$ cat src/rtl/rf_wb_arbiter.sv
// Write-port arbiter for the integer register file. The pipeline writeback
// always wins. The mul/div unit and the load-return path share the remaining
// slots under a round-robin pointer. The register-file write is registered one
// cycle after the grant. A starvation counter raises stall_pipe so that a side
// unit cannot be locked out forever by a busy pipeline.
module rf_wb_arbiter #(
  parameter int unsigned XLEN         = 64,
  parameter int unsigned STARVE_LIMIT = 4
) (
  input  logic            clk,
  input  logic            rst,
  input  logic            p_wen,
  input  logic [4:0]      p_waddr,
  input  logic [XLEN-1:0] p_wdata,
  input  logic            m_valid,
  output logic            m_ready,
  input  logic [4:0]      m_waddr,
  input  logic [XLEN-1:0] m_wdata,
  input  logic            l_valid,
  output logic            l_ready,
  input  logic [4:0]      l_waddr,
  input  logic [XLEN-1:0] l_wdata,
  output logic            rf_wen,
  output logic [4:0]      rf_waddr,
  output logic [XLEN-1:0] rf_wdata,
  output logic            stall_pipe,
  output logic            proto_err
);

  localparam int unsigned CntW = $clog2(STARVE_LIMIT + 1);
  localparam logic [CntW-1:0] CntMax = CntW'(STARVE_LIMIT);

  logic            rr_q, rr_d;
  logic [CntW-1:0] wait_cnt_q, wait_cnt_d;
  logic            rf_wen_q, rf_wen_d;
  logic [4:0]      rf_waddr_q, rf_waddr_d;
  logic [XLEN-1:0] rf_wdata_q, rf_wdata_d;
  logic            proto_err_q, proto_err_d;
  logic            m_grant, l_grant;

  // Grant decode. Side grants are suppressed while rst is high, so no request
  // is acknowledged during reset.
  always_comb begin
    m_grant = 1'b0;
    l_grant = 1'b0;
    if (!rst && !p_wen) begin
      m_grant = m_valid && (!l_valid || !rr_q);
      l_grant = l_valid && (!m_valid || rr_q);
    end
  end

  assign m_ready    = m_grant;
  assign l_ready    = l_grant;
  assign stall_pipe = (wait_cnt_q == CntMax);
  assign rf_wen     = rf_wen_q;
  assign rf_waddr   = rf_waddr_q;
  assign rf_wdata   = rf_wdata_q;
  assign proto_err  = proto_err_q;

  // Next-state logic: write stage, round-robin pointer, starvation counter, error flag.
  always_comb begin
    rr_d        = rr_q;
    wait_cnt_d  = wait_cnt_q;
    rf_wen_d    = 1'b0;
    rf_waddr_d  = rf_waddr_q;
    rf_wdata_d  = rf_wdata_q;
    proto_err_d = proto_err_q | (p_wen & stall_pipe);

    if (p_wen) begin
      rf_wen_d   = (p_waddr != 5'd0);
      rf_waddr_d = p_waddr;
      rf_wdata_d = p_wdata;
    end else if (m_grant) begin
      rf_wen_d   = (m_waddr != 5'd0);
      rf_waddr_d = m_waddr;
      rf_wdata_d = m_wdata;
      rr_d       = 1'b1;
    end else if (l_grant) begin
      rf_wen_d   = (l_waddr != 5'd0);
      rf_waddr_d = l_waddr;
      rf_wdata_d = l_wdata;
      rr_d       = 1'b0;
    end

    if (m_grant || l_grant || !(m_valid || l_valid)) begin
      wait_cnt_d = '0;
    end else if (p_wen && wait_cnt_q != CntMax) begin
      wait_cnt_d = wait_cnt_q + CntW'(1);
    end
  end

  // State registers with asynchronous active-high reset.
  always_ff @(posedge clk or posedge rst) begin
    if (rst) begin
      rr_q        <= 1'b0;
      wait_cnt_q  <= '0;
      rf_wen_q    <= 1'b0;
      rf_waddr_q  <= '0;
      rf_wdata_q  <= '0;
      proto_err_q <= 1'b0;
    end else begin
      rr_q        <= rr_d;
      wait_cnt_q  <= wait_cnt_d;
      rf_wen_q    <= rf_wen_d;
      rf_waddr_q  <= rf_waddr_d;
      rf_wdata_q  <= rf_wdata_d;
      proto_err_q <= proto_err_d;
    end
  end

endmodule

$ cat config.mk
export PLATFORM = sky130hd
export DESIGN_NAME = rf_wb_arbiter
export DESIGN_NICKNAME = d
export VERILOG_FILES = /design/src/rtl/rf_wb_arbiter.sv
export SDC_FILE = /design/constraint.sdc
export NUM_CORES = 1
export LEC_CHECK = 0
export ABC_AREA = 1
export ABC_CLOCK_PERIOD_IN_PS = 6300
export CAP_MARGIN = 20
export CORE_UTILIZATION = 41
export DETAILED_ROUTE_END_ITERATION = 8
export PLACE_DENSITY = 0.87
export SETUP_SLACK_MARGIN = 0.02
export SLEW_MARGIN = 20
export SYNTH_ARGS = -nofsm -noshare
export SYNTH_HDL_FRONTEND = slang
export SYNTH_SLANG_ARGS = --single-unit
$ cat constraint.sdc
create_clock -name clk -period 6.3 [get_ports clk]
set_input_delay 0.63 -clock clk [delete_from_list [all_inputs] [get_ports clk]]
set_output_delay 0.63 -clock clk [all_outputs]
set_load 0.01 [all_outputs]
* Word level (Yosys, flattened, before mapping)
Cells that the tools add are included.
Word-level totals: flip-flop bits (word level) 75, latch bits 0, memory bits (writable) 0, memory bits (read-only) 0, bits of input ports 212, output and inout port bits 74, word-level logic and storage cells 49, memories kept 0
Cells by class: add/subtract/negate cells 1, multiply operators 0, divide/modulo/power cells 0, order comparisons 0, equality and inequality tests 2, shift operators 0, muxes and demuxes 15, bitwise operators 3, reductions and logical operators 22
Operator list (number):
- $mux W64 | 3
- $mux W5 | 3
- $reduce_bool A5 Y1 | 3
- $mux W1 | 7
- $logic_not A1 Y1 | 6
- $mux W3 | 2
- $logic_or A1 B1 Y1 | 5
- $logic_and A1 B1 Y1 | 4
- $reduce_bool A2 Y1 | 2
- $add A3 B1 Y3 const B | 1
- $eq A3 B3 Y1 const B | 1
- $ne A3 B3 Y1 const B | 1
- $reduce_bool A3 Y1 | 1
- $reduce_and A2 Y1 | 1
- $and A1 B1 Y1 | 1
- $not A1 Y1 | 1
- $or A1 B1 Y1 | 1

* Depth between registers and ports, before layout
Gate-level depths: netlist of the first run.
word-level depth 7, gate-level depth with buffers 8, mapped depth without buffers 6

* Worst setup path before layout of the first run
Ideal clock, no wire load.
path type input -> output, from input rst, to output l_ready, data arrival time 1220 ps, required time 5670 ps, path slack 4450 ps, cell stages on the path 4, path buffers 1, cell sequence nor2_4 buf_2 nand3_1 inv_1
Between the ends: cells in the longest elaborated chain, start to end 3
Ends and longest elaborated chain:
- start: declaration | line 11 | input logic rst,
- $logic_not A1 Y1 (no source line)
- $logic_and A1 B1 Y1 | line 46 | if (!rst && !p_wen) begin
- $mux W1 | line 46
- end: declaration | line 20 | output logic l_ready,
Every way passes these cells.

* Worst setup path after layout of the first run
from input p_wen, to output l_ready
Between the ends: cells in the longest elaborated chain, start to end 3
Ends and longest elaborated chain:
- start: declaration | line 12 | input logic p_wen,
- $logic_not A1 Y1 | line 46
- $logic_and A1 B1 Y1 | line 46
- $mux W1 | line 46
Every way passes these cells.

==> results of run 1 <==
[power by group through the flow]
stage                     clock, µW  sequential (µW)  combinational, µW
after floorplan                   0              609                178
after global placement            0              580                494
after detailed placement          0              582                501
after CTS                       523              576                503
after global routing            548              583                546
final                           516              576                502
[worst max-delay path by stage]
stage / endpoint / slack (ps) / cells past startpoint
after global routing: m_ready / 2470 / 5
after floorplan: proto_err / 3760 / 1
final: l_ready / 2590 / 5
after CTS: l_ready / 2640 / 5
after global placement: l_ready / 2670 / 5
after detailed placement: l_ready / 2650 / 5
[worst max-delay path: stages]
cell,delay (ps)
sky130_fd_sc_hd__clkdlybuf4s50_1,690
sky130_fd_sc_hd__nor2_4,840
sky130_fd_sc_hd__nand3_1,140
sky130_fd_sc_hd__inv_1,200
sky130_fd_sc_hd__clkdlybuf4s50_1,570
[per-layer routing]
layer	part of all wire (%)	global-route usage (%)	wire length (µm)
met4	3.5	13.4	598
met1	40	32.3	6820
met3	8.9	6.94	1510
met5	0	0	0
met2	47	44.6	7980
[sequential cells by signal (all words and copies together), names as in the netlist]
signal      cells
wait_cnt_q      3
proto_err       1
rf_waddr        5
rr_q            1
rf_wen          1
rf_wdata       64
[stage by stage]
step	area (µm²)	util (%)	hold slack (ps)	setup WS (ps)	instances
4_1_cts	7880	69.0	480	2640	1111
3_3_place_gp	7580	66.4	460	2670	1096
5_1_grt	7880	69.0	488	2470	1111
2_1_floorplan	4800	-	505	3760	719
6_report	7880	69.0	475	2590	1111
3_5_place_dp	7580	66.4	464	2650	1096
[cells by family after synthesis]
| logic type | count (synthesis) |
|---|---|
| fa+ha+maj | 2 |
| buf+inv | 126 |
| simple gates | 444 |
| flops | 75 |
| xor+xnor | 1 |
| compound gates | 71 |
[cell usage in the layout, fill, tap and decap left out, types with 2 or more instances in the layout]
cell,n
sky130_fd_sc_hd__clkdlybuf4s50_1,284
sky130_fd_sc_hd__nand2_1,277
sky130_fd_sc_hd__nand3_1,75
sky130_fd_sc_hd__dfrtp_1,75
sky130_fd_sc_hd__nand4_1,69
sky130_fd_sc_hd__inv_1,64
sky130_fd_sc_hd__o21ai_0,56
sky130_fd_sc_hd__nor2_1,19
sky130_fd_sc_hd__a21oi_1,10
sky130_fd_sc_hd__clkbuf_16,9
sky130_fd_sc_hd__buf_4,8
sky130_fd_sc_hd__clkinv_2,3
sky130_fd_sc_hd__nor2_4,2
sky130_fd_sc_hd__o21ai_1,2
sky130_fd_sc_hd__ha_1,2
sky130_fd_sc_hd__clkbuf_8,2
sky130_fd_sc_hd__clkbuf_1,2
[final cells by class]
class | instances | area (µm²) | share of cell area (%)
multi-input combinational | 518 | 2360 | 30.0
sequential | 75 | 1880 | 23.8
clock buffer | 13 | 260 | 3.30
tap | 143 | 179 | 2.27
inverter | 67 | 254 | 3.23
timing repair buffer | 293 | 2910 | 36.9
clock inverter | 2 | 35.0 | 0.445
==> results.rst, run 1 <==
.. list-table::
   :header-rows: 1

   * - Metric
     - Value
   * - Number of endpoints failing setup at the final stage
     - 0
   * - Die X
     - 110 µm
   * - Slew at the pin closest to its max-slew limit
     - 921 ps
   * - Number of cells on the worst hold path
     - 2
   * - Sequential share of power
     - 36.1%
   * - Clock sink count
     - 75
   * - Commonest cells in the netlist
     - sky130_fd_sc_hd__nand2_1, sky130_fd_sc_hd__dfrtp_1, sky130_fd_sc_hd__nand3_1
   * - Routed wire per std cell
     - 15.2 µm
   * - Post-synthesis adder-cell area fraction
     - 0.522%
   * - Core Region
     - 0.0114 mm²
   * - Shortest period the worst path allows
     - 3710 ps
   * - Total vias in the final route
     - 5,747
   * - Depth of the most critical reg-to-reg path
     - 6
   * - Gr ovfl total
     - 0
   * - Estimated wirelength of the detail-placed design
     - 11,600 µm
   * - CP startpoint
     - p_wen
   * - Via/cell ratio
     - 5.17
   * - Number of max-cap violations
     - 0
   * - First-pass GRT wire length
     - 24,800 µm
   * - Yosys warns
     - 0
   * - Tightest Hold Check Type
     - register to register
   * - Setup repair after global routing missed its margin
     - false
   * - Register bit count reported by yosys
     - 75
   * - Maximum net fanout on the critical path
     - 35
   * - Latest clock arrival within the worst-skew pair
     - 320 ps
   * - Boundary Pins
     - 286
   * - Share of layout cells above drive strength 1
     - 3.10%
   * - Cell with the most instances after synthesis
     - sky130_fd_sc_hd__nand2_1
   * - Minimum setup slack among reg-to-reg paths
     - 4630 ps
   * - Syn nets
     - 933
   * - Highest achievable clock rate
     - 270 MHz
   * - Initial DRT Pass Iterations
     - 7
   * - Mux cell area share after synthesis
     - 0%
   * - Switching power
     - 451 µW
   * - Net count of the finished layout
     - 1,178
   * - Combinational power share
     - 31.5%
   * - Maximum clock path buffer count
     - 2
   * - Number of H-tree levels
     - 3
   * - Parity-gate share of the synthesized area counting xor and xnor cells
     - 0.183%
   * - Post_cts resized
     - 0
   * - Cell area after technology mapping
     - 0.00480 mm²
   * - Starting density of the core
     - 42.0%
   * - Critical register-to-register path startpoint
     - rr_q
   * - Routability cong.
     - 0.883
   * - Endpoint of the worst register-to-register path
     - rf_wdata[29]
   * - Worst-case headroom to the max-slew limit
     - 38.5%
   * - CP arrival
     - 3080 ps
   * - Int Power
     - 1140 µW
   * - Number of global-route vias before repair
     - 5,004
   * - Fraction of the mapped netlist area in compound gates
     - 7.75%
   * - Sum of negative setup slack
     - 0 ps
   * - Count of flip-flops with a built-in enable after synthesis
     - 0
   * - Post-CTS repair timing setup buffer count
     - 0
   * - Critical path launch point type
     - input pin
   * - Fraction of power spent switching nets
     - 28.3%
   * - Top cells by area in the synthesized netlist
     - sky130_fd_sc_hd__dfrtp_1, sky130_fd_sc_hd__nand2_1, sky130_fd_sc_hd__nand4_1
   * - Biggest area consumer among synthesized cells
     - sky130_fd_sc_hd__dfrtp_1
   * - Period utilisation layout
     - 58.9%
   * - Static power due to leakage
     - 0.00375 µW
   * - Hold path startpoint
     - rf_wdata[24]
   * - Routed Wire Length
     - 16,900 µm
   * - Total power after layout
     - 1590 µW
   * - Area share of the largest cell type after synthesis
     - 39.1%
   * - Worst hold endpoint
     - rf_wdata[24]
   * - Clock tree skew after final layout
     - 7.32 ps
   * - Classification of the worst setup path
     - input pin to primary output
   * - Hold_buf cts
     - 0
   * - Largest net degree at the start of global routing
     - 74
   * - Number of DRC markers after the initial detailed-route iteration
     - 423
   * - Root cell of the clock tree
     - sky130_fd_sc_hd__clkbuf_16
   * - Dominant synthesized flop cell
     - sky130_fd_sc_hd__dfrtp_1
   * - Run status
     - complete, no violations
   * - Part of the Yosys area used for sequential elements
     - 39.1%
   * - Cell variety after synth
     - 23
   * - Final max-slew violation count
     - 0
   * - Worst voltage drop across the vdd grid
     - 0.000132 V
   * - Clock tree from TritonCTS
     - built
   * - Number of rows in the core area
     - 39
   * - Overall die area
     - 0.0121 mm²
   * - Final number of hold-violating endpoints
     - 0
   * - Area added between synthesis and finish
     - 64.2%
   * - Antenna violations before repair
     - 0
   * - Largest family of logic cells by synthesized area
     - simple AND/OR/NAND/NOR gates
   * - Number of instances in the synthesized netlist
     - 719
   * - Antenna fix cells
     - 0
   * - Number of port buffers
     - 285
   * - Async SR Flop Fraction
     - 100%
   * - Die outline height
     - 110 µm
   * - Fill cell total of the finished layout
     - 957
   * - Endpoint type of the worst setup path
     - primary output
   * - Synthesized area per cell
     - 6.67 µm²
   * - Final antenna-violating net count
     - 0
   * - Overall routing resource usage
     - 26.9%
   * - Simple logic cell fraction of the synthesized area
     - 40.6%
   * - Power share of the clock group
     - 32.4%
   * - Cts bufs inserted
     - 9
   * - Required time reported for the critical path endpoint
     - 5670 ps
   * - Power density normalized to cell area
     - 202 mW/mm²
   * - Clock-pin slew on the worst setup and hold paths
     - 60 ps
   * - Drt drc
     - 0
Power figures use the tool's default switching activity.
==> run 2: changes to the inputs <==
ABC_CLOCK_PERIOD_IN_PS = 3400   (was 6300)
CORE_UTILIZATION = 35   (was 41)
PLACE_DENSITY = 0.79   (was 0.87)
clock period = 3.4 ns   (was 6.3 ns; I/O delays follow)
==> run 2 against run 1 <==
Effect of this change:
- sequential power increased by 86%
- power increased by 96%
- utilization is 8.6 points lower
- sequential cell count stayed put
- sequential share of layout area fell by 0.44 points
- first-iteration DRC count is 36% lower
- global-route usage fell by 2.1 points
- clock skew decreased by 2.2 ps
- count of clock-buffer cells in the layout is 2 lower
- register-to-register slack got worse by 2900 ps
- combinational power up 88%
==> results.rst, run 2 (same netlist as run 1, synthesis figures left out) <==
.. list-table::
   :header-rows: 1

   * - Metric
     - Value
   * - Run status
     - complete, no violations
   * - Latest clock arrival within the worst-skew pair
     - 330 ps
   * - Net count of the finished layout
     - 1,183
   * - Clock tree from TritonCTS
     - built
   * - Classification of the worst setup path
     - input pin to primary output
   * - Clock sink count
     - 75
   * - Power density normalized to cell area
     - 389 mW/mm²
   * - Drt drc
     - 0
   * - Starting density of the core
     - 36.1%
   * - Number of rows in the core area
     - 42
   * - Overall routing resource usage
     - 24.8%
   * - Largest net degree at the start of global routing
     - 69
   * - Shortest period the worst path allows
     - 2610 ps
   * - Maximum net fanout on the critical path
     - 25
   * - Tightest Hold Check Type
     - register to register
   * - Number of max-cap violations
     - 0
   * - Commonest non-fill, non-tap cells in the layout
     - sky130_fd_sc_hd__clkdlybuf4s50_1, sky130_fd_sc_hd__nand2_1, sky130_fd_sc_hd__nand3_1, sky130_fd_sc_hd__dfrtp_1, sky130_fd_sc_hd__nand4_1
   * - Final max-slew violation count
     - 0
   * - Final number of hold-violating endpoints
     - 0
   * - Number of DRC markers after the initial detailed-route iteration
     - 271
   * - Post_cts resized
     - 0
   * - Critical path launch point type
     - input pin
   * - Routability cong.
     - 0.905
   * - Estimated wirelength of the detail-placed design
     - 12,200 µm
   * - Antenna violations before repair
     - 0
   * - Worst voltage drop across the vdd grid
     - 0.000230 V
   * - CP max stage cell
     - sky130_fd_sc_hd__clkdlybuf4s50_1
   * - Clock-pin slew on the worst setup and hold paths
     - 50 ps
   * - Endpoint type of the worst setup path
     - primary output
   * - Cell type with the highest occurrence count on the critical path
     - sky130_fd_sc_hd__clkdlybuf4s50_1
   * - Number of global-route vias before repair
     - 5,666
   * - Overall die area
     - 0.0142 mm²
   * - Core Region
     - 0.0133 mm²
   * - First-pass GRT wire length
     - 27,900 µm
   * - Longest individual stage delay on the worst path
     - 570 ps
   * - Period utilisation layout
     - 76.7%
   * - Share of layout cells above drive strength 1
     - 3.80%
   * - Required time reported for the critical path endpoint
     - 3060 ps
   * - Die X
     - 119 µm
   * - Static power due to leakage
     - 0.00380 µW
   * - Highest achievable clock rate
     - 384 MHz
   * - Number of H-tree levels
     - 3
   * - Fill cell total of the finished layout
     - 1,235
   * - Worst-case headroom to the max-slew limit
     - 48.6%
   * - Die outline height
     - 119 µm
   * - Initial DRT Pass Iterations
     - 5
   * - Routed Wire Length
     - 17,500 µm
   * - Boundary Pins
     - 286
   * - Total vias in the final route
     - 5,820
   * - Final antenna-violating net count
     - 0
   * - Setup repair after global routing missed its margin
     - false
   * - Cell chain of the critical path
     - clkdlybuf4s50_1 -> nor2_4 -> buf_4 -> nand3_1 -> inv_1 -> clkdlybuf4s50_1
   * - Antenna fix cells
     - 0
   * - Clock tree skew after final layout
     - 5.12 ps
   * - Hold_buf cts
     - 0
   * - Max reg flops
     - 64
   * - Post-CTS repair timing setup buffer count
     - 0
   * - Gr ovfl total
     - 0
   * - Root cell of the clock tree
     - sky130_fd_sc_hd__clkbuf_16
   * - Cts bufs inserted
     - 9
   * - Number of endpoints failing setup at the final stage
     - 0
   * - CP arrival
     - 2270 ps
   * - Sum of negative setup slack
     - 0 ps
   * - Area added between synthesis and finish
     - 67.3%
   * - Via/cell ratio
     - 5.07
   * - Routed wire per std cell
     - 15.2 µm
   * - Number of port buffers
     - 285
   * - Leading cell type in the layout, fill and taps excluded
     - sky130_fd_sc_hd__clkdlybuf4s50_1
   * - Maximum clock path buffer count
     - 2
   * - Slew at the pin closest to its max-slew limit
     - 771 ps
   * - Core Util, Final
     - 60.4%
run 2: cell count changes in the layout (fill, tap and decap cells not counted):
cell	delta
sky130_fd_sc_hd__clkinv_2	-3
sky130_fd_sc_hd__clkbuf_1	-2
sky130_fd_sc_hd__inv_4	+2
sky130_fd_sc_hd__clkinvlp_4	+1
sky130_fd_sc_hd__bufinv_16	+2
sky130_fd_sc_hd__buf_12	+1
sky130_fd_sc_hd__buf_4	+4
run 2: cell type report:
cell class	count	area (µm²)	share of cell area, %
clock buffer	11	253	3.15
clock inverter	4	97.6	1.22
inverter	67	256	3.20
multi-input combinational	518	2360	29.4
sequential	75	1880	23.4
tap	176	220	2.74
timing repair buffer	298	2960	36.9
run 2: final timing paths:
path | from | to | slack, ps | depth (start not counted)
max in group asynchronous | rst | rf_wdata[59] | 2130 | 3
hold / removal | rf_wdata[23] | rf_wdata[23] | 480 | 2
setup / recovery | rst | l_ready | 790 | 6
hold reg to reg | rf_wdata[23] | rf_wdata[23] | 480 | 2
setup reg to reg | rr_q | rf_wdata[7] | 1700 | 6
min in group asynchronous | rst | rf_wdata[47] | 600 | 2
run 2: layer usage:
metal / global-route usage, % / vias to the layer above / wire (µm)
met5: 0 / - / 0
met4: 10.4 / 0 / 454
met3: 5.51 / 37 / 1500
met2: 44.5 / 275 / 8620
met1: 28.3 / 2669 / 6920
li1: - / 2839 / -
run 2: metrics by stage:
step	std cells	instance area [µm²]	power [µW]	worst slack (ps)	hold slack [ps]
final	1149	8020	3120	793	476
after global routing	1149	8020	3280	728	497
after CTS	1149	8020	3150	840	478
after detailed placement	1134	7670	2020	849	464
after global placement	1134	7670	2010	874	458
after floorplan	719	4800	1460	1150	462
run 2: power by group:
group	switching, µW	internal, µW
registers	62.2	1010
logic	430	513
clock network	356	753
total	848	2270
run 2: worst max-delay path: cells and delay by family:
| family | cells | cell delay (ps) |
|---|---|---|
| buffers and inverters | 4 | 1580 |
| AND/OR/NAND/NOR | 2 | 340 |
==> RTL change 1, RTL diff (settings of run 2) <==
Reset style: synchronous (`rst`), changed in one clocked block. Comments in the files are not updated.
--- a/src/rtl/rf_wb_arbiter.sv
+++ b/src/rtl/rf_wb_arbiter.sv
@@ -92,3 +92,3 @@
   // State registers with asynchronous active-high reset.
-  always_ff @(posedge clk or posedge rst) begin
+  always_ff @(posedge clk) begin
     if (rst) begin
Function: differs if rst is asserted again (counterexample within 4 cycles, from zero or initial values and one cycle with rst high); with rst held inactive, the same outputs for 10 cycles.
==> RTL change 1 against run 2 <==
- cell area is 1.8% higher
- sequential share of layout area is 5.0 points lower
- power is 16% lower
- synthesized cell count is 21% higher
- setup slack better by 0.0052 ns
- clock power is 18% lower
- area after synthesis is 5.1% higher
- wire length is 12% higher
- non-clock buffer count is 3 lower
- sequential cell count stayed put
- critical path type unchanged
==> RTL change 1: results (changes against run 2) <==
Detailed routing
The met3 layer wire length in the routed design is 1.659 mm (was 1.504 mm). The routed wire length per instance came to 15.06 µm (was 15.23 µm). The violation count after the first detailed-route iteration came to 286 (was 271).

The via count normalized by instance count was 4.920 (was 5.065). The routed wire length on met2 is 9.439 mm (was 8.618 mm). The met1 layer wirelength in the final routing is 7.941 mm (was 6.923 mm).

Hold path
The path class of the lowest-slack min-delay path is in2reg (was reg2reg). The worst hold path startpoint is rst (was rf_wdata[23]$_DFFE_PP0P_).

Global routing
The maximum number of pins on one net before global-route repair is 72 (was 69). The first-pass GRT wire length is 29.80 mm (was 27.93 mm). The number of global-route vias before repair is 6041 (was 5666).

Placement
The global placer's final weighted congestion is 0.8164 (was 0.9045). The HPWL reported at the end of detailed placement is 12.83 mm (was 12.15 mm).

Logic synthesis
The count of yosys warnings during synthesis is 0 (unchanged). Ranking of synthesized cells by instance count: 220 x sky130_fd_sc_hd__nand2_1, 205 x sky130_fd_sc_hd__inv_1, 139 x sky130_fd_sc_hd__nand3_1 (was 278 x sky130_fd_sc_hd__nand2_1, 75 x sky130_fd_sc_hd__dfrtp_1, 75 x sky130_fd_sc_hd__nand3_1). Leading post-synthesis cells by cell area: sky130_fd_sc_hd__dfxtp_1 30%, sky130_fd_sc_hd__nand2_1 16%, sky130_fd_sc_hd__inv_1 15%, sky130_fd_sc_hd__nand3_1 14%, sky130_fd_sc_hd__nand4_1 8.2% (was sky130_fd_sc_hd__dfrtp_1 39%, sky130_fd_sc_hd__nand2_1 22%, sky130_fd_sc_hd__nand4_1 9.0%, sky130_fd_sc_hd__nand3_1 7.8%, sky130_fd_sc_hd__o21ai_0 5.8%).

The portion of the post-synthesis area used by sequential elements is 29.78% (was 39.13%). The post-synthesis async set-or-reset flop share is 0% (was 100.0%). The number of nets produced by synthesis is 1087 (was 933).

Critical path
The largest driver fanout on the critical path was 16 (was 25). The beginning of the worst register-to-register path is rr_q$_SDFFE_PP0P_ (was rr_q$_DFFE_PP0P_). The launching instance or port of the critical path is l_valid (was rst).

Power
The reported leakage power came to 3.981 nW (was 3.801 nW). The worst ir drop on vdd came to 0.2724 mV (was 0.2300 mV).

Outcome
Run status: completed (unchanged).

STA
The max-slew headroom at the worst pin is 42.19% (was 48.62%). The clock tree skew after final layout is 0.007069 ns (was 0.005125 ns).

Finish
The count of nets after finishing is 1326 (was 1183). The ratio of cells with drive above 1 in the final layout came to 2.954% (was 3.803%).
## RTL change 1: power by group
group / switching, mW / internal [mW]
Combinational: 0.337 / 0.409
Clock: 0.382 / 0.533
Sequential: 0.0302 / 0.938
Total: 0.749 / 1.88
## RTL change 1: critical path, stage by stage
cell and delay (ns):
sky130_fd_sc_hd__clkdlybuf4s50_1 0.59, sky130_fd_sc_hd__nand2_2 0.26, sky130_fd_sc_hd__a21oi_1 0.45, sky130_fd_sc_hd__clkdlybuf4s50_1 0.62
## RTL change 1: cell type report
| class | instances | area (µm²) |
|---|---|---|
| Tap cell | 180 | 225.2 |
| Multi-Input combinational cell | 525 | 2471 |
| Fill cell | 1375 | 5818 |
| Inverter | 206 | 773.2 |
| Clock inverter | 2 | 10.01 |
| Clock buffer | 14 | 264.0 |
| Sequential cell | 75 | 1501 |
| Timing Repair Buffer | 295 | 2925 |
## RTL change 1: worst paths after layout
kind,endpoint,slack [ns],cells after the start
setup reg to reg,rf_wdata[16]$_SDFFE_PP0P_,1.50,6
hold reg to reg,proto_err$_SDFF_PP0_,0.46,1
hold / removal,rr_q$_SDFFE_PP0P_,0.35,2
setup / recovery,l_ready,0.80,4
## RTL change 1: cells by family (layout without fill, tap and decap cells)
kind of cell | Yosys count | in the layout | synth area share [%]
AOI/OAI and AO/OA | 75 | 75 | 7.568
DFF | 75 | 75 | 29.78
buffers and inverters | 273 | 517 | 21.54
adders and majority gates | 2 | 2 | 0.4962
and+or+nand+nor | 448 | 448 | 40.62
## RTL change 1: layer usage
| layer | global-route usage, % | vias up |
|---|---|---|
| met2 | 46.33 | 283 |
| met3 | 6.133 | 33 |
| met4 | 11.03 | 0 |
| li1 | - | 3197 |
| met1 | 29.13 | 2868 |
| met5 | 0 | - |
## RTL change 1: through the flow
| step | worst slack, ns | total power, mW |
|---|---|---|
| 2_1_floorplan | 2.020 | 1.298 |
| 3_3_place_gp | 0.8966 | 1.725 |
| 3_5_place_dp | 0.8203 | 1.732 |
| 4_1_cts | 0.8151 | 2.649 |
| 5_1_grt | 0.7064 | 2.753 |
| 6_report | 0.7983 | 2.630 |
==> RTL change 2, RTL diff (settings of run 2) <==
Made on the original files. The parameter `STARVE_LIMIT` goes from 4 to 2.
--- a/src/rtl/rf_wb_arbiter.sv
+++ b/src/rtl/rf_wb_arbiter.sv
@@ -7,3 +7,3 @@
   parameter int unsigned XLEN         = 64,
-  parameter int unsigned STARVE_LIMIT = 4
+  parameter int unsigned STARVE_LIMIT = 2
 ) (
Check against the original RTL: not equivalent (Yosys sat finds a counterexample within 4 cycles, from zero or initial values and one cycle with rst high).
==> RTL change 2 against run 2 <==
- cell area down 1.1%
- power down 2.9%
- area after synthesis down 0.70%
- count of clock-buffer cells in the layout unchanged
- global-route usage down 0.46 points
- setup slack worse by 0.065 ns
- wire length down 1.4%
- sequential cell count down 1
- highest routed layer unchanged
==> RTL change 2: results (changes against run 2) <==
STA
The transition time at the pin with the least slew margin is 0.7781 ns (was 0.7707 ns). The clock tree skew after final layout came to 0.009933 ns (was 0.005125 ns). The final setup violation count was 0 (unchanged).

Logic synthesis
The post-synthesis async set-or-reset flop share came to 100.0% (unchanged). Ranking of synthesized cells by instance count: 276 x sky130_fd_sc_hd__nand2_1, 74 x sky130_fd_sc_hd__dfrtp_1, 74 x sky130_fd_sc_hd__nand3_1 (was 278 x sky130_fd_sc_hd__nand2_1, 75 x sky130_fd_sc_hd__dfrtp_1, 75 x sky130_fd_sc_hd__nand3_1). The count of yosys warnings during synthesis is 0 (unchanged). The portion of the post-synthesis area used by sequential elements was 38.89% (was 39.13%). Leading post-synthesis cells by cell area: sky130_fd_sc_hd__dfrtp_1 39%, sky130_fd_sc_hd__nand2_1 22%, sky130_fd_sc_hd__nand4_1 9.1%, sky130_fd_sc_hd__nand3_1 7.8%, sky130_fd_sc_hd__o21ai_0 6.0% (was sky130_fd_sc_hd__dfrtp_1 39%, sky130_fd_sc_hd__nand2_1 22%, sky130_fd_sc_hd__nand4_1 9.0%, sky130_fd_sc_hd__nand3_1 7.8%, sky130_fd_sc_hd__o21ai_0 5.8%). The number of nets produced by synthesis is 923 (was 933). The number of distinct library cells after synthesis came to 23 (unchanged).

Clocking
The clock tree root buffer cell was sky130_fd_sc_hd__clkbuf_16 (unchanged). The clock tree buffer depth is 2 (unchanged). The level count of the clock H-tree came to 3 (unchanged).

The post-cts gate resize count is 0 (unchanged). The clock latency on the worst-skew pair is 0.32 ns. The post-CTS clock slew at the launch and capture registers of the worst setup and hold paths is 0.06 ns.

Power
The reported leakage power was 3.741 nW (was 3.801 nW). The worst ir drop on vdd is 0.2651 mV (was 0.2300 mV).

Global routing
The maximum number of pins on one net before global-route repair is 72 (was 69). The number of global-route vias before repair came to 5434 (was 5666). The initial antenna violation count is 1 (was 0). The first-pass GRT wire length is 27.32 mm (was 27.93 mm). The overall fraction of global-route tracks in use is 24.39% (was 24.85%).

Placement
The global placer's final weighted congestion is 0.8852 (was 0.9045). The count of buffers from port buffering is 285 (unchanged). The HPWL reported at the end of detailed placement is 11.80 mm (was 12.15 mm). The pre-CTS setup slack is 0.7052 ns (was 0.8492 ns).

Critical path
The largest driver fanout on the critical path came to 34 (was 25). The data arrival at the endpoint of the critical path came to 2.33 ns (was 2.27 ns). The slowest library cell on the worst path is sky130_fd_sc_hd__clkdlybuf4s50_1 (unchanged). The delay of the slowest cell on the worst path was 0.57 ns (about the same).

The cell class contributing the biggest share of worst-path delay was buffers and inverters (unchanged).

Detailed routing
The violation count after the first detailed-route iteration is 309 (was 271). The detailed-router iteration count before antenna repair came to 5 (unchanged). The via count normalized by instance count is 5.012 (was 5.065).

The routed wire length per instance is 15.14 µm (was 15.23 µm).

Finish
The layout filler cell count was 1225 (was 1235). The ratio of cells with drive above 1 in the final layout is 3.634% (was 3.803%). The count of nets after finishing is 1171 (was 1183).

Outcome
Run status: completed (unchanged).

Hold path
The path class of the lowest-slack min-delay path is reg2reg (unchanged).
[RTL change 2: cell count changes in the layout (fill, tap and decap cells not counted), moves of 2 or more]
cell	delta
sky130_fd_sc_hd__buf_4	-3
sky130_fd_sc_hd__clkinv_2	+3
sky130_fd_sc_hd__inv_1	-4
sky130_fd_sc_hd__nand2_1	-2
sky130_fd_sc_hd__o21ai_1	-2
[RTL change 2: path summary, 6_finish.rpt]
kind                                            endpoint  cells past startpoint                start  slack, ns
worst min-delay path                 proto_err$_DFF_PP0_                      1  proto_err$_DFF_PP0_       0.46
worst max-delay path                             m_ready                      6                  rst       0.73
min in group asynchronous       rf_wdata[48]$_DFFE_PP0P_                      2                  rst       0.59
worst min register to register       proto_err$_DFF_PP0_                      1  proto_err$_DFF_PP0_       0.46
worst max register to register  rf_wdata[41]$_DFFE_PP0P_                      6     rr_q$_DFFE_PP0P_       1.79
max in group asynchronous       rf_wdata[10]$_DFFE_PP0P_                      3                  rst       2.16
[RTL change 2: area by class of cell]
cell class                 instances  area [µm²]  share of cell area [%]
antenna                            1       2.502                 0.03154
clock buffer                      11       242.7                   3.059
clock inverter                     5       77.57                  0.9778
inverter                          63       240.2                   3.028
multi-input combinational        514        2344                   29.54
sequential                        74        1852                   23.34
tap                              176       220.2                   2.776
timing repair buffer             296        2955                   37.25
[RTL change 2: through the flow]
stage,cells,instance area [µm²]
2_1_floorplan,710,4762
3_3_place_gp,1123,7611
3_5_place_dp,1123,7611
4_1_cts,1139,7931
5_1_grt,1140,7934
6_report,1140,7934
[RTL change 2: report_power, final]
part / switching [mW] / internal, mW
Sequential: 0.0583 / 0.995
Clock: 0.360 / 0.661
Combinational: 0.437 / 0.518
Total: 0.855 / 2.17
[RTL change 2: worst reg2reg max path: cells and delay by family (launching register included)]
family	cells	cell delay [ns]
flip-flops	1	0.38
AND/OR/NAND/NOR	5	0.56
buffers and inverters	1	0.61
[RTL change 2: cells by family after synthesis]
logic type      after synthesis  share of synthesized area (%)
simple gates                442                          40.96
buf+inv                     122                          12.06
flops                        74                          38.89
compound gates               70                          7.646
xor+xnor                      1                         0.1840
fa+ha+maj                     1                         0.2627
[RTL change 2: metal layers]
metal	vias up	share of wire, %	global-route usage [%]
li1	2804	-	-
met1	2653	42	29.52
met2	229	49	42.58
met3	28	6.6	5.743
met4	0	2.7	7.516
met5	-	0	0
